--- config.mk ---
export PLATFORM = sky130hd
export DESIGN_NAME = regfile_mp
export DESIGN_NICKNAME = d
export VERILOG_FILES = /design/src/rtl/regfile_mp.sv
export SDC_FILE = /design/constraint.sdc
export NUM_CORES = 2
export LEC_CHECK = 0
export ABC_AREA = 1
export CORE_ASPECT_RATIO = 0.75
export CORE_MARGIN = 3
export CORE_UTILIZATION = 30
export DETAILED_ROUTE_END_ITERATION = 10
export SYNTH_ARGS = -nofsm -noshare
export SYNTH_HDL_FRONTEND = slang
export SYNTH_SLANG_ARGS = --single-unit
--- constraint.sdc ---
create_clock -name clk_i -period 6.5 [get_ports clk_i]
set_input_delay 1.95 -clock clk_i [delete_from_list [all_inputs] [get_ports clk_i]]
set_output_delay 1.95 -clock clk_i [all_outputs]
set_load 0.05 [all_outputs]
--- src/rtl/regfile_mp.sv ---
// Multi-port integer register file with an integrated per-register busy scoreboard.
// Writes and scoreboard updates land on clk_i; reads are combinational with optional same-cycle bypass.
module regfile_mp #(
  parameter int unsigned XLen      = 32,
  parameter int unsigned NReg      = 32,
  parameter int unsigned NRead     = 2,
  parameter int unsigned NWrite    = 1,
  parameter int unsigned ZeroReg   = 1,
  parameter int unsigned Bypass    = 1,
  localparam int unsigned NRegWidth = $clog2(NReg)
) (
  input  logic                                clk_i,
  input  logic                                rst_ni,
  input  logic [NRead-1:0][NRegWidth-1:0]     raddr_i,
  output logic [NRead-1:0][XLen-1:0]          rdata_o,
  output logic [NRead-1:0]                    rbusy_o,
  input  logic [NWrite-1:0]                   we_i,
  input  logic [NWrite-1:0][NRegWidth-1:0]    waddr_i,
  input  logic [NWrite-1:0][XLen-1:0]         wdata_i,
  input  logic                                iss_valid_i,
  input  logic [NRegWidth-1:0]                iss_rd_i,
  output logic [NReg-1:0]                     busy_vec_o
);

  logic [XLen-1:0] rf_q [NReg];
  logic [NReg-1:0] busy_q;
  logic [NReg-1:0] busy_d;

  function automatic logic is_zero_reg(input logic [NRegWidth-1:0] addr);
    return (ZeroReg != 0) && (addr == '0);
  endfunction

  // Clears from writeback first, then the issue set so a new producer supersedes the old one.
  always_comb begin
    busy_d = busy_q;
    for (int w = 0; w < NWrite; w++) begin
      if (we_i[w]) busy_d[waddr_i[w]] = 1'b0;
    end
    if (iss_valid_i) busy_d[iss_rd_i] = 1'b1;
    if (ZeroReg != 0) busy_d[0] = 1'b0;
  end

  always_ff @(posedge clk_i or negedge rst_ni) begin
    if (!rst_ni) begin
      busy_q <= '0;
      for (int r = 0; r < NReg; r++) rf_q[r] <= '0;
    end else begin
      busy_q <= busy_d;
      for (int w = 0; w < NWrite; w++) begin
        if (we_i[w] && !is_zero_reg(waddr_i[w])) rf_q[waddr_i[w]] <= wdata_i[w];
      end
    end
  end

  // Read ports: later write ports override earlier ones in the bypass scan, matching storage priority.
  always_comb begin
    for (int k = 0; k < NRead; k++) begin
      rdata_o[k] = rf_q[raddr_i[k]];
      rbusy_o[k] = busy_q[raddr_i[k]];
      if ((Bypass != 0) && rst_ni) begin
        for (int w = 0; w < NWrite; w++) begin
          if (we_i[w] && (waddr_i[w] == raddr_i[k])) begin
            rdata_o[k] = wdata_i[w];
            rbusy_o[k] = (iss_valid_i && (iss_rd_i == raddr_i[k])) ? busy_q[raddr_i[k]] : 1'b0;
          end
        end
      end
      if (is_zero_reg(raddr_i[k])) begin
        rdata_o[k] = '0;
        rbusy_o[k] = 1'b0;
      end
    end
  end

  assign busy_vec_o = busy_q;

endmodule
# Word-level counts from Yosys, hierarchy flattened
# Cells that the tools add are included.
op_classes:
  order_cmp: 10
  eq_ne: 4
  n_mux: 33
  bitwise_logic: 6
  reduce_logical: 12
op_table:
  columns: ["operator", "count"]
  rows:
  - ["$bwmux W1024", 1]
  - ["$mux W32", 13]
  - ["$bmux W32 S5", 2]
  - ["$demux W32 S5", 1]
  - ["$and A32 B32 Y32", 1]
  - ["$not A32 Y32", 1]
  - ["$or A32 B32 Y32", 1]
  - ["$lt A5 B6 Y1 const B", 4]
  - ["$eq A5 B5 Y1", 4]
  - ["$ge A6 B6 Y1 const B", 3]
  - ["$not A5 Y6", 3]
  - ["$logic_not A5 Y1", 3]
  - ["$mux W1", 12]
  - ["$bmux W1 S5", 2]
  - ["$demux W1 S5", 2]
  - ["$ge A5 B1 Y1 const B", 2]
  - ["$logic_and A1 B1 Y1", 8]
  - ["$lt A6 B1 Y1 const B", 1]
  - ["$logic_not A1 Y1", 1]
word_totals:
  reg_bits: 1055
  in_bits: 56

# Logic depth before layout (Yosys ltp)
depth:
  depth_word: 9
  ltp_mapped: 12

# Worst setup path before layout
# No wires, ideal clock.
synth_path:
  kind: "in2out"
  start: "in raddr_i[5] in the netlist's numbering"
  end: "out rdata_o[47] in the netlist's numbering"
  arrival_time_ns: 3.704
  required_ns: 4.550
  setup_slack_ns: 0.846
  stages: 12
  path_cell_list: "buf_2 > inv_2 > buf_2 > buf_2 > buf_2 > nand2_1 > nand3_1 > nand3_1 > nand3_1 > nand3_1 > nand2_1 > a21oi_1"
synth_rtl:
  columns: ["item", "line", "source"]
  rows:
  - ["from (decl)", "14", "input logic [NRead-1:0][NRegWidth-1:0] raddr_i,"]
  - ["to (decl)", "15", "output logic [NRead-1:0][XLen-1:0] rdata_o,"]

==> flow_metrics.env <==
export IMPL_run_status="finished clean"
export IMPL_cellPowerDensity_nw_per_um2=294
export IMPL_synthDistinctLibCells=31
export IMPL_root_buffer="clkbuf_16"
export IMPL_crit_path_max_fo=64
export IMPL_fp_dieH_um=400
export IMPL_routed_via_count=64400
export IMPL_worstSetupEndpointType="primary output"
export IMPL_synth_largest_area_cell="dfrtp_1"
export IMPL_dominantRegCellSynth="dfrtp_1"
export IMPL_fp_row_count=144
export IMPL_vdd_ir_drop_worst_v=0.000215
export IMPL_critPathMostFrequentCell="buf_12"
export IMPL_drv_max_cap_violation_count=0
export IMPL_top_level_ports=154
export IMPL_cts_sinks=1055
export IMPL_max_slew_margin_pct=13.1
export IMPL_path_class="in -> out"
export IMPL_worstSkewPairLatency_ns=0.70
export IMPL_synth_top_cells_by_area="dfrtp_1 42%, nand2_1 19%, nand3_1 15%"
export IMPL_synth_edff_count=0
export IMPL_ys_warn_count=0
export IMPL_detailedPlacementHpwl_um=157000
export IMPL_totalWireLength_um=268000
export IMPL_cellLeakagePower_nw=33.2
export IMPL_rsz0062_at_grt="false"
export IMPL_coreArea_um2=206000
export IMPL_detail_route_wl_per_cell_um=22.6
export IMPL_worstSetupStartpointType="primary input"
export IMPL_die_area_um2=213000
export IMPL_final_setup_tns_ns=0
export IMPL_yosysTopAreaCellShare_pct=42.4
export IMPL_finalNetCount=9051
export IMPL_syn_instance_count=9270
export IMPL_via_count_of_the_first_global_routing_pass=59700
export IMPL_grt_usage_pct=24.3
export IMPL_synth_net_count=9326
export IMPL_mostFrequentLayoutCell="nand2_1"
export IMPL_total_design_power_mw=21.0
export IMPL_met3WireLength_um=32700
export IMPL_maximum_number_of_pins_on_one_net_before_global_route_repair=171
export IMPL_worst_path_clk_slew_ns=0.06
export IMPL_synth_ff_latch_count=1055
export IMPL_cpLargestDelayFamily="buffers and inverters"
export IMPL_drt_iter0_markers=9835
export IMPL_top_layer="met5"
export IMPL_initial_utilization_pct=30.2
export IMPL_drt_pass1_iterations=9
export IMPL_placement_cell_area_um2=67700
export IMPL_tritoncts_num_buffers=105
export IMPL_yosysSeqAreaShare_pct=42.4
export IMPL_final_min_clock_period_ns=6.34
export IMPL_grt_first_pass_wirelength_um=396000
export IMPL_final_cycle_utilization_of_the_critical_path_pct=97.5
export IMPL_cp_slowest_cell="a21oi_1"
export IMPL_met1_length_um=108000
export IMPL_cts_htree_levels=3
export IMPL_holdCritPathClass="reg -> reg"
export IMPL_critPathRequiredTime_ns=4.55
export IMPL_report_final_setup_viol=0
export IMPL_post_synth_instance_area_um2=62200
export IMPL_postLayoutSetupSlackWorst_ns=0.162
export IMPL_post_place_ws_ns=-0.0551
export IMPL_route_antenna_remaining_nets=0
export IMPL_cp_num_buf_inv=6
export IMPL_ys_async_sr_fraction_pct=100
export IMPL_routability_congestion_estimate=0.928
export IMPL_avgSynthCellArea_um2=6.71
export IMPL_met2_wirelength_um=110000
export IMPL_hold_viol=0
export IMPL_critical_path_arrival_ns=4.39
export IMPL_layout_common_cells="3093 x nand2_1, 1886 x nand3_1, 1055 x dfrtp_1"
export IMPL_cts_path_max_buffers=3
export IMPL_measured_slew_at_the_worst_slew_check_pin_ns=1.30
export IMPL_die_w_um=532
export IMPL_syn_to_final_growth_pct=14.5
export IMPL_drc=0
export IMPL_finalHoldWorstSlack_ns=0.377
export IMPL_initial_antenna_violation_count=15
export IMPL_cpPeakStageDelay_ns=0.55
export IMPL_clock_skew_final_ns=0
export IMPL_tritoncts="built"
export IMPL_crit_path_cell_trace="buf_8 -> inv_8 -> buf_4 -> nand2_1 -> nand4_1 -> nor2_1 -> inv_2 -> buf_12 -> o21ai_0 -> a21oi_1 -> buf_12"
export IMPL_globalRouteOverflowTotal=0
export IMPL_max_freq_ghz=0.158
export IMPL_placement_io_buffers=152
export IMPL_finalInstanceArea_um2=71200
export IMPL_route_detailed_vias_per_inst=5.43
export IMPL_final_layout_size_suffix_gt1_share_pct=6.50
export IMPL_timing_max_transition_violations_final=0
export IMPL_postCtsSetupRepairBufs=0
## metrics by stage
stage                     std cells  utilization, %
after floorplan                9270               -
after global placement        11700            32.9
after detailed placement      11700            32.9
after CTS                     11900            34.6
after global routing          11900            34.6
final                         11900            34.6
## worst paths after layout
| check | start | endpoint | slack (ns) | depth (start not counted) |
|---|---|---|---|---|
| worst min-delay path | rf_q[1013] | rf_q[1013] | 0.38 | 0 |
| worst max-delay path | raddr_i[1] | rdata_o[14] | 0.16 | 11 |
| max in group asynchronous | rst_ni | rf_q[485] | 2.18 | 5 |
| worst max register to register | busy_vec_o[31] | busy_vec_o[31] | 5.70 | 2 |
| worst min register to register | rf_q[1013] | rf_q[1013] | 0.38 | 0 |
| min in group asynchronous | rst_ni | rf_q[626] | 1.35 | 2 |
## registers in the layout (all words and copies together) (netlist names)
name,count
busy_vec_o,31
rf_q,1024
## metal layers
layer | vias to the layer above | global-route usage [%]
met2 | 4236 | 35.2
met3 | 788 | 5.82
met4 | 20 | 12.9
li1 | 28900 | -
met1 | 30500 | 33.4
met5 | - | 0
## cells in the mapped netlist, types with 2 or more instances
cell,count
nand2_1,3093
nand3_1,1889
dfrtp_1,1055
o21ai_0,1054
inv_1,1030
clkbuf_1,376
buf_2,284
buf_1,91
a21oi_1,86
o211ai_1,77
nor2_1,66
buf_4,46
o21ai_1,31
inv_2,21
o22ai_1,21
nor2_4,8
nor3_1,7
mux2_2,5
clkbuf_2,4
mux2_1,4
nand4_1,4
nor2_8,4
a21boi_0,2
buf_6,2
nor2_2,2
xnor2_1,2
xor2_1,2
## what timing repair did
action / CTS / global route
endpoints found under the setup margin: 2 / 2
gates resized for setup: 2 / 2
hold buffers: 0 / 0
gates cloned: 0 / 0
## kinds of logic (layout without fill, tap and decap cells)
family / count (synthesis) / after routing / synth area share (%)
xor+xnor: 4 / 4 / 0.0563
mux: 9 / 9 / 0.163
other cells: 1 / 6 / 0.00603
compound gates: 1271 / 1271 / 10.6
simple gates: 5075 / 5075 / 34.7
buf+inv: 1855 / 1668 / 12.1
flops: 1055 / 1055 / 42.4
## cell type report
| cell class | count | area (um2) |
|---|---|---|
| antenna | 5 | 12.5 |
| clock buffer | 154 | 3140 |
| clock inverter | 41 | 393 |
| fill | 21700 | 135000 |
| inverter | 1052 | 3990 |
| multi-input combinational | 6360 | 28500 |
| sequential | 1055 | 26400 |
| tap | 2774 | 3470 |
| timing repair buffer | 421 | 5350 |
## power by group
group	switching (mW)	internal (mW)	leakage, nW
logic	4.10	1.92	19.4
clock network	2.89	3.56	1.76
registers	0.448	8.04	12.1
No activity file was read; power rests on OpenSTA's default activity.
